`config.mk`:
```
export PLATFORM = sky130hd
export DESIGN_NAME = dac_spi_serializer_flat
export DESIGN_NICKNAME = d
export VERILOG_FILES = /design/src/rtl/dac_spi_serializer_if.sv /design/src/rtl/dac_spi_serializer.sv /design/src/flat_wrapper.sv
export SDC_FILE = /design/constraint.sdc
export NUM_CORES = 1
export LEC_CHECK = 0
export ABC_AREA = 1
export BUFFER_PORTS_ARGS = -buffer_cell sky130_fd_sc_hd__buf_2
export CAP_MARGIN = 5
export CORE_MARGIN = 1
export CORE_UTILIZATION = 25
export CTS_CLUSTER_SIZE = 16
export DETAILED_ROUTE_END_ITERATION = 6
export GPL_TIMING_DRIVEN = 0
export SETUP_SLACK_MARGIN = 0.15
export SYNTH_ARGS = -nofsm -noshare
export SYNTH_HDL_FRONTEND = slang
export SYNTH_SLANG_ARGS = --single-unit
export TNS_END_PERCENT = 5
```
`constraint.sdc`:
```
create_clock -name clk -period 1.75 [get_ports clk]
set_input_delay 0.2625 -clock clk [delete_from_list [all_inputs] [get_ports clk]]
set_output_delay 0.2625 -clock clk [all_outputs]
set_load 0.05 [all_outputs]
```
`src/rtl/dac_spi_serializer_if.sv`:
```
// dac_spi_serializer_if
//   Bundles the sample-tick / ROM-data input side and the SPI + status output
//   side of the DAC serializer so both ends connect through a single port.
// Signals
//   sample_en  1-cycle sample tick (same strobe as the ROM enable)
//   data_in    ROM data word, valid the cycle after sample_en
//   sclk       SPI clock to the DAC (mode 0)
//   cs_n       SPI chip select, active-low
//   mosi       SPI data, MSB first
//   busy       high from an accepted tick until the frame and CS hold finish
//   done       1-cycle pulse when a frame completes
//   overrun    1-cycle pulse when a tick arrives while busy
// Modports
//   master     upstream sample-rate logic: drives the tick and data, reads status
//   slave      the serializer itself
interface dac_spi_serializer_if #(
  parameter int IN_WIDTH = 32
);
  logic                sample_en;
  logic [IN_WIDTH-1:0] data_in;
  logic                sclk;
  logic                cs_n;
  logic                mosi;
  logic                busy;
  logic                done;
  logic                overrun;

  modport master (
    output sample_en, data_in,
    input  sclk, cs_n, mosi, busy, done, overrun
  );

  modport slave (
    input  sample_en, data_in,
    output sclk, cs_n, mosi, busy, done, overrun
  );
endinterface

```
`src/rtl/dac_spi_serializer.sv`:
```
// dac_spi_serializer
//   Captures the sine-table ROM word one cycle after each sample tick (to
//   cover the ROM's synchronous read latency), then shifts its low FRAME_BITS
//   bits out MSB-first to an SPI DAC in mode 0 (CPOL=0, CPHA=0). Reports
//   busy, frame-done and overrun status back to the sample-rate logic.
// Parameters
//   IN_WIDTH    width of the ROM data word
//   FRAME_BITS  bits per SPI frame, taken from data_in[FRAME_BITS-1:0]
//   SCLK_DIV    clk cycles per sclk half-period (>= 1)
//   CS_HIGH     clk cycles cs_n stays high after a frame before going idle (>= 1)
// Ports
//   clk         system clock, all logic on posedge
//   rst         synchronous reset, active-high; aborts any frame in flight
//   bus         dac_spi_serializer_if slave modport (tick, data, SPI, status)
module dac_spi_serializer #(
  parameter int IN_WIDTH   = 32,
  parameter int FRAME_BITS = 16,
  parameter int SCLK_DIV   = 4,
  parameter int CS_HIGH    = 2
) (
  input  logic                 clk,
  input  logic                 rst,
  dac_spi_serializer_if.slave  bus
);

  localparam int BCW = (FRAME_BITS > 1) ? $clog2(FRAME_BITS) : 1;
  localparam int DW  = $clog2(SCLK_DIV + 1);
  localparam int HW  = $clog2(CS_HIGH + 1);

  typedef enum logic [1:0] {
    S_IDLE,
    S_WAIT,
    S_SHIFT,
    S_HOLD
  } state_t;

  state_t                r_state;
  logic [FRAME_BITS-1:0] r_shReg;
  logic [BCW-1:0]        r_bitCnt;
  logic [DW-1:0]         r_divCnt;
  logic [HW-1:0]         r_holdCnt;
  logic                  r_sclk;
  logic                  r_csN;
  logic                  r_mosi;
  logic                  r_busy;
  logic                  r_done;
  logic                  r_overrun;

  // Shift register advanced by one bit; its MSB is the next bit to present.
  logic [FRAME_BITS-1:0] w_nextShReg;
  assign w_nextShReg = r_shReg << 1;

  // Upper ROM bits beyond the frame are intentionally discarded.
  generate
    if (IN_WIDTH > FRAME_BITS) begin : g_unusedHigh
      logic w_unused;
      assign w_unused = ^bus.data_in[IN_WIDTH-1:FRAME_BITS];
    end
  endgenerate

  // Single FSM: IDLE -> WAIT (ROM latency) -> SHIFT -> HOLD -> IDLE.
  // All SPI and status outputs are registered here.
  always_ff @(posedge clk) begin
    if (rst) begin
      r_state   <= S_IDLE;
      r_shReg   <= '0;
      r_bitCnt  <= '0;
      r_divCnt  <= '0;
      r_holdCnt <= '0;
      r_sclk    <= 1'b0;
      r_csN     <= 1'b1;
      r_mosi    <= 1'b0;
      r_busy    <= 1'b0;
      r_done    <= 1'b0;
      r_overrun <= 1'b0;
    end else begin
      r_done    <= 1'b0;
      // Any tick outside IDLE is dropped and flagged for exactly one cycle.
      r_overrun <= bus.sample_en && (r_state != S_IDLE);
      case (r_state)
        S_IDLE: begin
          if (bus.sample_en) begin
            r_busy  <= 1'b1;
            r_state <= S_WAIT;
          end
        end
        S_WAIT: begin
          // ROM word is valid now; latch it once and present the MSB.
          r_shReg  <= bus.data_in[FRAME_BITS-1:0];
          r_mosi   <= bus.data_in[FRAME_BITS-1];
          r_csN    <= 1'b0;
          r_sclk   <= 1'b0;
          r_bitCnt <= BCW'(FRAME_BITS - 1);
          r_divCnt <= '0;
          r_state  <= S_SHIFT;
        end
        S_SHIFT: begin
          if (r_divCnt == DW'(SCLK_DIV - 1)) begin
            r_divCnt <= '0;
            if (!r_sclk) begin
              r_sclk <= 1'b1;
            end else begin
              // Falling sclk: move to the next bit, or close the frame after bit 0.
              r_sclk <= 1'b0;
              if (r_bitCnt == '0) begin
                r_csN     <= 1'b1;
                r_holdCnt <= '0;
                r_state   <= S_HOLD;
              end else begin
                r_bitCnt <= r_bitCnt - BCW'(1);
                r_shReg  <= w_nextShReg;
                r_mosi   <= w_nextShReg[FRAME_BITS-1];
              end
            end
          end else begin
            r_divCnt <= r_divCnt + DW'(1);
          end
        end
        S_HOLD: begin
          if (r_holdCnt == HW'(CS_HIGH - 1)) begin
            r_done  <= 1'b1;
            r_busy  <= 1'b0;
            r_state <= S_IDLE;
          end else begin
            r_holdCnt <= r_holdCnt + HW'(1);
          end
        end
        default: r_state <= S_IDLE;
      endcase
    end
  end

  assign bus.sclk    = r_sclk;
  assign bus.cs_n    = r_csN;
  assign bus.mosi    = r_mosi;
  assign bus.busy    = r_busy;
  assign bus.done    = r_done;
  assign bus.overrun = r_overrun;

endmodule

```
`src/flat_wrapper.sv`:
```
// flat-port wrapper written by rule: the top's interface ports become plain ports
module dac_spi_serializer_flat 
#(
  parameter int IN_WIDTH   = 32,
  parameter int FRAME_BITS = 16,
  parameter int SCLK_DIV   = 4,
  parameter int CS_HIGH    = 2
)
  (clk, rst, bus_sample_en, bus_data_in, bus_sclk, bus_cs_n, bus_mosi, bus_busy, bus_done, bus_overrun);
  dac_spi_serializer_if #(.IN_WIDTH(IN_WIDTH)) bus_i ();
  input  logic clk;
  input  logic rst;
  input wire logic [$bits(bus_i.sample_en)-1:0] bus_sample_en;
  input wire logic [$bits(bus_i.data_in)-1:0] bus_data_in;
  output wire logic [$bits(bus_i.sclk)-1:0] bus_sclk;
  output wire logic [$bits(bus_i.cs_n)-1:0] bus_cs_n;
  output wire logic [$bits(bus_i.mosi)-1:0] bus_mosi;
  output wire logic [$bits(bus_i.busy)-1:0] bus_busy;
  output wire logic [$bits(bus_i.done)-1:0] bus_done;
  output wire logic [$bits(bus_i.overrun)-1:0] bus_overrun;
  assign bus_i.sample_en = bus_sample_en;
  assign bus_i.data_in = bus_data_in;
  assign bus_sclk = bus_i.sclk;
  assign bus_cs_n = bus_i.cs_n;
  assign bus_mosi = bus_i.mosi;
  assign bus_busy = bus_i.busy;
  assign bus_done = bus_i.done;
  assign bus_overrun = bus_i.overrun;
  dac_spi_serializer #(.IN_WIDTH(IN_WIDTH), .FRAME_BITS(FRAME_BITS), .SCLK_DIV(SCLK_DIV), .CS_HIGH(CS_HIGH)) u_core (.clk(clk), .rst(rst), .bus(bus_i));
endmodule
```
==> flow_summary.yaml, run 1 <==
final_layout:
  final_area_um2: 2054
  final_nets: 332
  num_antenna_cells: 0
  layout-drive-gt1-share: 0.2000
  layout_stage_area_growth_over_the_synthesis_result_pct: 21.72
critical_path:
  criticalPathCategory: "flip-flop to flip-flop"
  crit_path_start_kind: "flip-flop"
  cp_max_fo: 10
  r2r_cells: 10
  r2r_start: "u_core.r_state[0]"
  setup.worst_path.end_class: "flip-flop"
  cp.arrival_ps: 1660
  cp_data_required_time_ps: 1910
  rrSetupSlack_ps: 250
  reg2reg_to: "u_core.r_shReg[0]"
sta:
  timing.fmax_ghz: 0.6672
  timing.final.hold_violations: 0
  timing_max_transition_violations_final: 0
  timing.final.setup_violations: 0
  timing.slew.headroom: 0.6604
  timing.final.crit_share: 0.8565
  max_slew.worst_pin.slew_ps: 509.5
  finalClockSkew_ps: 3.146
  setup_repair_after_global_routing_missed_its_margin: "true"
  setup-tns-final_ps: 0
  final_period_minus_worst_setup_slack_ps: 1499
detailed_routing:
  totalWireLength_um: 3834
  drc_errors: 6
  final_antenna_net_count: 0
  detail_route.first_pass.iterations: 6
  routed_wire_length_per_instance_um: 10.45
  dr.first_iter.drc_count: 89
  num_vias: 1619
  route.detailed.vias_per_inst: 4.411
synthesis:
  synthTopCellsByCount: "115 x sky130_fd_sc_hd__nand2_1, 32 x sky130_fd_sc_hd__dfxtp_1, 23 x sky130_fd_sc_hd__inv_1"
  syn_nets: 300
  portion_of_the_post_synthesis_area_used_by_sequential_elements: 0.3795
  syn_area_um2: 1688
  dominant_cells_by_area_after_synthesis: "sky130_fd_sc_hd__dfxtp_1 38%, sky130_fd_sc_hd__nand2_1 26%, sky130_fd_sc_hd__a21oi_1 6.2%"
  post_synth_inst_count: 257
  ys_ff_latch: 32
  synth_edf_count: 0
  synth_largest_type_area_fraction: 0.3795
  netlist-cell-type-count: 22
  synth_top_area_cell: "sky130_fd_sc_hd__dfxtp_1"
  ys.warnings.count: 0
  syn-mean-instance-area_um2: 6.568
  proportion_of_register_bits_with_asynchronous_set_or_reset_after_synthesis: 0
  count_leader_synth: "sky130_fd_sc_hd__nand2_1"
  synth_flop_cell: "sky130_fd_sc_hd__dfxtp_1"
clock_network:
  cts_num_sinks: 32
  cts_root_buf: "sky130_fd_sc_hd__clkbuf_8"
  clock_pin_slew_reported_for_the_worst_setup_and_hold_paths_after_clock_tree_synthesis_ps: 70
  htreeDepth: 2
  tritoncts.num_buffers: 5
  tritoncts: "built"
  worst_skew_pair.late_latency_ps: 280
  cts_max_path_buffers: 2
grt:
  top_usage_layer: "met2"
  gr-total-overflow: 0
  use_met1: 0.1355
  grt_usage: 0.1141
  grt_max_degree: 12
  grt_antenna_before_repair: 0
  use_met3: 0.03048
  fraction_of_met2_tracks_used_by_global_routing: 0.1975
  grt_pass1_vias: 1516
  grt_pass1_wl_um: 6492
power_and_ir_drop:
  max-vdd-ir-drop_uv: 541.6
  power_density_nw_per_um2: 1736
  p_leak_nw: 0.9789
run:
  maxCapViolations: 0
place:
  place.gp.congestion: 0.7975
  total_placed_instance_area_um2: 1899
  detailed_place_hpwl_um: 2695
  port_buffers: 23
hold_path:
  worstHoldPathCells: 3
  hold_path_end: "u_core.bus.overrun"
  hold_path_class: "input pin to flip-flop"
  min-delay-start: "bus_sample_en"
floorplan:
  die_area_um2: 7084
  floorplan.die.width_um: 84.17
  fp.dieH_um: 84.17
  rows: 29
  core_um2: 6422
  initial_utilization: 0.2628
  num_io_pins: 41
outcome:
  violations: "design-rule violations"
  outcome: "finished, violations left"
[worst max-delay path: stages (launching register included)]
cell                      delay [ps]
sky130_fd_sc_hd__dfxtp_2         350
sky130_fd_sc_hd__inv_2            60
sky130_fd_sc_hd__ha_1            200
sky130_fd_sc_hd__buf_6           140
sky130_fd_sc_hd__nand3_2          90
sky130_fd_sc_hd__nand2_2          70
sky130_fd_sc_hd__nor2_4          190
sky130_fd_sc_hd__buf_6           150
sky130_fd_sc_hd__nand2_1          50
sky130_fd_sc_hd__nand2_1          50
sky130_fd_sc_hd__nor2_1           30
[flip-flops by register name, indices dropped and copies added, names as in the netlist, 2 cells and up]
signal,cells
u_core.r_bitCnt,4
u_core.r_divCnt,3
u_core.r_holdCnt,2
u_core.r_shReg,15
u_core.r_state,2
[routing by layer]
layer  share of wire  wire [um]
met1            0.48       1833
met4          0.0070         27
met5               0          0
met3           0.044        170
met2            0.47       1803
[final cells by class]
cell class | count | area (um^2)
Fill cell | 721 | 4368
Multi-Input combinational cell | 188 | 884.6
Sequential cell | 32 | 643.1
Timing Repair Buffer | 25 | 133.9
Tap cell | 77 | 96.34
Inverter | 25 | 93.84
Buffer | 12 | 91.34
Clock buffer | 5 | 68.82
Clock inverter | 3 | 42.54
[metrics by stage]
step / utilization / total power [mW] / worst slack [ps] / instances / hold WS (ps)
floorplan: - / 2.401 / 304.2 / 257 / 395.5
global placement: 0.2957 / 2.730 / 158.7 / 357 / 439.8
detailed placement: 0.2957 / 2.757 / 150.6 / 357 / 444.1
CTS: 0.3135 / 3.482 / 163.3 / 365 / 216.1
global route: 0.3199 / 3.915 / 146.4 / 367 / 214.0
finish: 0.3199 / 3.567 / 251.2 / 367 / 217.8
[cell families (layout without fill, tap and decap cells)]
group / after synthesis / in the layout / synth area share
fa+ha+maj: 8 / 8 / 0.05931
simple gates: 153 / 153 / 0.3699
compound gates: 27 / 27 / 0.08599
flops: 32 / 32 / 0.3795
buf+inv: 37 / 70 / 0.1053
[placed cells by master (no fill, tap or decap), drive strengths merged]
master and count:
nor2 16, clkinvlp 1, o21ai 3, or2 2, nor3 2, dfxtp 32
nand4 6, clkinv 1, ha 8, nand2 117, a22oi 1, nand3 10
clkbuf 10, buf 32, a21oi 23, bufinv 1, inv 25
[where the power goes]
| group | switching [mW] | total, mW | internal (mW) |
|---|---|---|---|
| registers | 0.143 | 1.11 | 0.968 |
| clock network | 0.286 | 0.707 | 0.421 |
| logic | 1.09 | 1.75 | 0.663 |
| total | 1.51 | 3.57 | 2.05 |
[what timing repair did]
action / CTS / global route
endpoints found under the setup margin: 3 / 27
gates cloned: 0 / 2
pin swaps: 0 / 1
setup buffers: 0 / 0
hold buffers: 0 / 0
gates resized for setup: 1 / 13
[worst max-delay path by stage]
stage                 startpoint                 end  depth (start not counted)  slack (ps)
6_report       u_core.r_state[0]   u_core.r_shReg[0]                         10         250
5_1_grt        u_core.r_state[0]  u_core.r_shReg[13]                          9         150
4_1_cts        u_core.r_state[0]   u_core.r_shReg[0]                         10         160
3_5_place_dp   u_core.r_state[0]  u_core.r_divCnt[0]                          8         150
3_3_place_gp   u_core.r_state[0]  u_core.r_divCnt[0]                          8         160
2_1_floorplan    u_core.bus.sclk   u_core.r_shReg[0]                          8         300
Power figures use the tool's default switching activity.
==> run 2, diff against run 1 <==
--- a/config.mk
+++ b/config.mk
@@ -7,7 +7,7 @@
 export LEC_CHECK = 0
 export ABC_AREA = 1
 export BUFFER_PORTS_ARGS = -buffer_cell sky130_fd_sc_hd__buf_2
-export CAP_MARGIN = 5
+export CORE_ASPECT_RATIO = 0.8
 export CORE_MARGIN = 1
 export CORE_UTILIZATION = 25
 export CTS_CLUSTER_SIZE = 16
==> run 2 against run 1 <==
Compared with the run above:
- critical path depth decreased by 1
- maximum frequency decreased by 1.1%
- wire length increased by 2.8%
- non-clock buffer count increased by 2
- clock power increased by 9.3%
- combinational power increased by 3%
- via count decreased by 1.4%
- largest cell class unchanged
- the run now ends clean
- sequential cell count unchanged
- critical endpoint is now u_core.r_shReg[1]
- critical path type unchanged
==> flow_summary.yaml, run 2 (synthesis gave the netlist of run 1 again) <==
power_and_ir_drop:
  totalPowerFinal_mw: 3.689
  max-vdd-ir-drop_uv: 463.4
  p_leak_nw: 0.9983
  power_density_nw_per_um2: 1761
clock_network:
  cts_root_buf: "sky130_fd_sc_hd__clkbuf_8"
  cts_hold_repair.buffers: 0
  cts_num_sinks: 32
  htreeDepth: 2
  tritoncts: "built"
  tritoncts.num_buffers: 5
  cts_max_path_buffers: 2
  worst_skew_pair.late_latency_ps: 280
  clock_pin_slew_reported_for_the_worst_setup_and_hold_paths_after_clock_tree_synthesis_ps: 70
detailed_routing:
  route.detailed.vias_per_inst: 4.247
  totalWireLength_um: 3941
  routed_wire_length_per_instance_um: 10.48
  final_antenna_net_count: 0
  dr.first_iter.drc_count: 94
  drc_errors: 0
  num_vias: 1597
  detail_route.first_pass.iterations: 4
final_layout:
  layout-drive-gt1-share: 0.2055
  num_antenna_cells: 0
  final_nets: 334
  layout_commonest_cell: "sky130_fd_sc_hd__nand2_1"
  layout.cells.most_common_list: "114 x sky130_fd_sc_hd__nand2_1, 31 x sky130_fd_sc_hd__dfxtp_1, 26 x sky130_fd_sc_hd__buf_2, 22 x sky130_fd_sc_hd__inv_1, 20 x sky130_fd_sc_hd__a21oi_1"
  largest_reg_flops: 15
  top_regs: "u_core.r_shReg (15), u_core.r_bitCnt (4), u_core.r_divCnt (3)"
  layout_stage_area_growth_over_the_synthesis_result_pct: 24.09
  largest_register: "u_core.r_shReg"
grt:
  grt_usage: 0.1159
  grt_max_degree: 11
  gr-total-overflow: 0
  grt_pass1_vias: 1411
  grt_antenna_before_repair: 0
  grt_pass1_wl_um: 6285
critical_path:
  cp_data_required_time_ps: 1960
  r2r_start: "u_core.r_state[0]"
  timing.critical_path.slowest_cell_delay_ps: 340
  setup.worst_path.end_class: "flip-flop"
  r2r_cells: 9
  most_repeated_library_cell_on_the_critical_path: "sky130_fd_sc_hd__buf_6"
  cp.arrival_ps: 1730
  critical_path.cell_chain: "inv_2, ha_2, buf_6, or2_1, nand2_2, nor2_4, buf_6, nand2_1, a21oi_2"
  crit_path_start_kind: "flip-flop"
  critical_path_cell_count: 9
  cp_max_fo: 5
  reg2reg_to: "u_core.r_shReg[1]"
  criticalPathCategory: "flip-flop to flip-flop"
  cp.buffers_inverters: 3
  crit_family: "simple AND/OR/NAND/NOR gates"
  rrSetupSlack_ps: 230
  critPathSlowestCell: "sky130_fd_sc_hd__dfxtp_2"
floorplan:
  core_um2: 6441
  rows: 26
  fp.dieH_um: 75.49
  die_area_um2: 7086
  floorplan.die.width_um: 93.87
  initial_utilization: 0.2620
  num_io_pins: 41
outcome:
  outcome: "finished, final reports clean"
sta:
  max_slew.worst_pin.slew_ps: 535.0
  timing.final.hold_violations: 0
  finalClockSkew_ps: 9.376
  setup_repair_after_global_routing_missed_its_margin: "true"
  final_period_minus_worst_setup_slack_ps: 1516
  timing.final.setup_violations: 0
  timing.final.crit_share: 0.8664
  setup-tns-final_ps: 0
  timing_max_transition_violations_final: 0
  timing.slew.headroom: 0.6434
  timing.fmax_ghz: 0.6595
hold_path:
  hold_path_end: "u_core.bus.overrun"
  min-delay-start: "bus_sample_en"
  worstHoldPathCells: 3
  hold_path_class: "input pin to flip-flop"
place:
  place.gp.congestion: 0.7555
  port_buffers: 23
  detailed_place_hpwl_um: 2670
run:
  maxCapViolations: 0
[run 2: how the worst max path moves through the flow]
stage,startpoint,endpoint,slack (ps)
after floorplan,u_core.bus.sclk,u_core.r_shReg[0],300
after global placement,u_core.r_state[0],u_core.r_divCnt[0],160
after detailed placement,u_core.r_state[0],u_core.r_divCnt[0],130
after CTS,u_core.r_state[0],u_core.r_shReg[0],150
after global routing,u_core.r_state[0],u_core.r_holdCnt[1],110
final,u_core.r_state[0],u_core.r_shReg[1],230
[run 2: layout make-up]
cell class              count  area [um^2]
fillers                   693         4347
multi-input cells         188        888.4
flip-flops and latches     32        641.9
repair buffers             27        150.1
well taps                  84        105.1
clock buffers               7        96.34
inverters                  25        93.84
plain buffers              12        88.84
clock inverters             1        30.03
[run 2: worst reg2reg max path: stages, from the launching register on]
cell	delay, ps
sky130_fd_sc_hd__dfxtp_2	340
sky130_fd_sc_hd__inv_2	80
sky130_fd_sc_hd__ha_2	200
sky130_fd_sc_hd__buf_6	120
sky130_fd_sc_hd__or2_1	110
sky130_fd_sc_hd__nand2_2	60
sky130_fd_sc_hd__nor2_4	200
sky130_fd_sc_hd__buf_6	140
sky130_fd_sc_hd__nand2_1	70
sky130_fd_sc_hd__a21oi_2	130
[run 2: repair_timing]
item / in CTS / in global routing
cloned: 0 / 3
endpoints found under the setup margin: 9 / 28
pin swaps: 0 / 1
gates resized for setup: 1 / 12
buffers inserted: 0 / 1
[run 2: routing by layer]
metal	global-route usage	up-vias	part of all wire
met5	0	-	0
met4	0.04103	0	0.0046
met3	0.03992	2	0.054
met2	0.1671	27	0.40
met1	0.1603	701	0.54
li1	-	867	-
[run 2: through the flow]
| stage | cells | setup slack [ps] | cell area [um^2] | utilization | hold slack (ps) |
|---|---|---|---|---|---|
| final | 376 | 233.8 | 2095 | 0.3252 | 216.0 |
| after global routing | 376 | 112.2 | 2095 | 0.3252 | 219.7 |
| after CTS | 372 | 153.1 | 2037 | 0.3162 | 213.3 |
| after detailed placement | 364 | 126.1 | 1908 | 0.2962 | 435.8 |
| after global placement | 364 | 162.1 | 1908 | 0.2962 | 437.1 |
| after floorplan | 257 | 304.2 | 1688 | - | 395.5 |
[run 2: where the power goes]
group          internal, mW  leakage (nW)  switching (mW)
logic                 0.688         0.672            1.12
clock network         0.502        0.0645           0.271
registers             0.966         0.262           0.144
==> run 3, diff against run 2 <==
--- a/config.mk
+++ b/config.mk
@@ -7,12 +7,15 @@
 export LEC_CHECK = 0
 export ABC_AREA = 1
 export BUFFER_PORTS_ARGS = -buffer_cell sky130_fd_sc_hd__buf_2
+export CELL_PAD_IN_SITES_DETAIL_PLACEMENT = 1
+export CELL_PAD_IN_SITES_GLOBAL_PLACEMENT = 1
 export CORE_ASPECT_RATIO = 0.8
 export CORE_MARGIN = 1
 export CORE_UTILIZATION = 25
 export CTS_CLUSTER_SIZE = 16
 export DETAILED_ROUTE_END_ITERATION = 6
 export GPL_TIMING_DRIVEN = 0
+export PLACE_DENSITY_LB_ADDON = 0.1
 export SETUP_SLACK_MARGIN = 0.15
 export SYNTH_ARGS = -nofsm -noshare
 export SYNTH_HDL_FRONTEND = slang
==> run 3 against run 2 <==
Compared with the run above:
- worst setup slack gained 14 ps
- combinational power rose by 7%
- die area is the same
- final area increased by 1.4%
- clock power fell by 23%
- sequential power is essentially flat
- utilization up 0.45 points
- cell count is 0.80% higher
- count of clock-buffer cells in the layout is 1 higher
- critical path type unchanged
- critical endpoint is now u_core.r_shReg[11]
- highest routed layer unchanged
==> flow_summary.yaml, run 3 (synthesis gave the netlist of run 1 again) <==
clock_network:
  clock_pin_slew_reported_for_the_worst_setup_and_hold_paths_after_clock_tree_synthesis_ps: 70
  worst_skew_pair.late_latency_ps: 280
  tritoncts: "built"
  tritoncts.num_buffers: 5
  cts_num_sinks: 32
  cts_max_path_buffers: 2
  htreeDepth: 2
  cts_root_buf: "sky130_fd_sc_hd__clkbuf_8"
  cts_hold_repair.buffers: 0
floorplan:
  die_area_um2: 7086
  rows: 26
  floorplan.die.width_um: 93.87
  initial_utilization: 0.2620
  fp.dieH_um: 75.49
  num_io_pins: 41
  core_um2: 6441
final_layout:
  layout.cells.most_common_list: "113 x sky130_fd_sc_hd__nand2_1, 31 x sky130_fd_sc_hd__dfxtp_1, 23 x sky130_fd_sc_hd__buf_2, 22 x sky130_fd_sc_hd__inv_1, 20 x sky130_fd_sc_hd__a21oi_1"
  layout-drive-gt1-share: 0.2136
  final_nets: 337
  num_antenna_cells: 0
  largest_register: "u_core.r_shReg"
  top_regs: "u_core.r_shReg (15), u_core.r_bitCnt (4), u_core.r_divCnt (3)"
  largest_reg_flops: 15
  layout_commonest_cell: "sky130_fd_sc_hd__nand2_1"
  layout_stage_area_growth_over_the_synthesis_result_pct: 25.80
critical_path:
  r2r_start: "u_core.r_state[1]"
  cp_max_fo: 5
  cp_data_required_time_ps: 1900
  crit_path_start_kind: "flip-flop"
  setup.worst_path.end_class: "flip-flop"
  end_point_of_the_critical_path: "u_core.r_shReg[11]"
  r2r_cells: 8
  cp.arrival_ps: 1650
  reg2reg_to: "u_core.r_shReg[11]"
  criticalPathCategory: "flip-flop to flip-flop"
  rrSetupSlack_ps: 250
  setup.worst_path.start: "u_core.r_state[1]"
detailed_routing:
  detail_route.first_pass.iterations: 4
  routed_wire_length_per_instance_um: 12.06
  route.detailed.vias_per_inst: 4.335
  num_vias: 1643
  dr.first_iter.drc_count: 59
  totalWireLength_um: 4570
  drc_errors: 0
  final_antenna_net_count: 0
sta:
  hold-worst-slack_ps: 230.9
  timing.slew.headroom: 0.6176
  max_slew.worst_pin.slew_ps: 573.6
  finalClockSkew_ps: 4.126
  setup_repair_after_global_routing_missed_its_margin: "true"
  timing.final.setup_violations: 0
  timing.final.hold_violations: 0
  timing_max_transition_violations_final: 0
  final_period_minus_worst_setup_slack_ps: 1502
  setup-tns-final_ps: 0
  timing.fmax_ghz: 0.6657
  timing.final.crit_share: 0.8584
grt:
  grt_pass1_wl_um: 7327
  grt_antenna_before_repair: 0
  grt_max_degree: 11
  grt_pass1_vias: 1494
  gr-total-overflow: 0
  grt_usage: 0.1364
place:
  port_buffers: 23
  place.gp.congestion: 0.6727
  detailed_place_hpwl_um: 3179
hold_path:
  hold_path_class: "input pin to flip-flop"
  min-delay-start: "bus_sample_en"
power_and_ir_drop:
  logic_gate_share_of_total_power: 0.528
  power_switching_share: 0.4428
  power_density_nw_per_um2: 1723
  max-vdd-ir-drop_uv: 466.7
  relative_contribution_of_the_clock_network_to_total_power: 0.164
  p_leak_nw: 0.9982
  internal_power_mw: 2.038
  totalPowerFinal_mw: 3.658
  part_of_the_power_in_registers: 0.308
  net-switching-power_mw: 1.620
outcome:
  outcome: "finished, final reports clean"
run:
  maxCapViolations: 0
run 3: worst min-delay path by stage:
| stage | to | slack, ps | depth (start not counted) |
|---|---|---|---|
| 2_1_floorplan | u_core.bus.overrun | 400 | 2 |
| 3_3_place_gp | u_core.bus.busy | 430 | 2 |
| 3_5_place_dp | u_core.bus.busy | 440 | 2 |
| 4_1_cts | u_core.bus.overrun | 230 | 3 |
| 5_1_grt | u_core.bus.overrun | 250 | 3 |
| 6_report | u_core.bus.overrun | 230 | 3 |
run 3: timing repair:
item	CTS	global route
pin swaps	0	3
gates resized for setup	2	23
endpoints found under the setup margin	26	28
cloned	0	2
setup buffers	0	5
run 3: worst max-delay path: stages (launching register included):
cell                      delay [ps]
sky130_fd_sc_hd__dfxtp_1         410
sky130_fd_sc_hd__inv_1           110
sky130_fd_sc_hd__ha_1            210
sky130_fd_sc_hd__or2_1           220
sky130_fd_sc_hd__nand2_2          90
sky130_fd_sc_hd__nor2_4           60
sky130_fd_sc_hd__buf_4           160
sky130_fd_sc_hd__nand2_1          60
sky130_fd_sc_hd__a21oi_1          50
run 3: layout make-up:
type / count / area (um^2)
multi-input cells: 188 / 910.9
inverters: 25 / 96.34
flip-flops and latches: 32 / 644.4
repair buffers: 30 / 171.4
well taps: 84 / 105.1
plain buffers: 12 / 105.1
fillers: 852 / 4318
clock buffers: 8 / 90.09
run 3: power by group through the flow:
stage | clock network, mW | registers, mW | logic (mW)
finish | 0.598 | 1.13 | 1.93
detailed placement | 0 | 1.13 | 1.71
floorplan | 0 | 1.21 | 1.19
CTS | 0.627 | 1.11 | 1.73
global route | 0.645 | 1.16 | 2.20
global placement | 0 | 1.12 | 1.70
run 3: metal layers:
metal	routed length, um	track usage
met5	0	0
met4	33	0.03590
met3	120	0.03293
met2	1867	0.2068
met1	2549	0.1939
run 3: stage by stage:
step | cell area, um^2 | setup slack (ps) | instances | util
finish | 2123 | 247.8 | 379 | 0.3296
detailed placement | 1908 | 21.56 | 364 | 0.2962
floorplan | 1688 | 304.2 | 257 | -
global placement | 1908 | 58.69 | 364 | 0.2962
global route | 2123 | 144.9 | 379 | 0.3296
CTS | 2003 | 70.75 | 372 | 0.3110
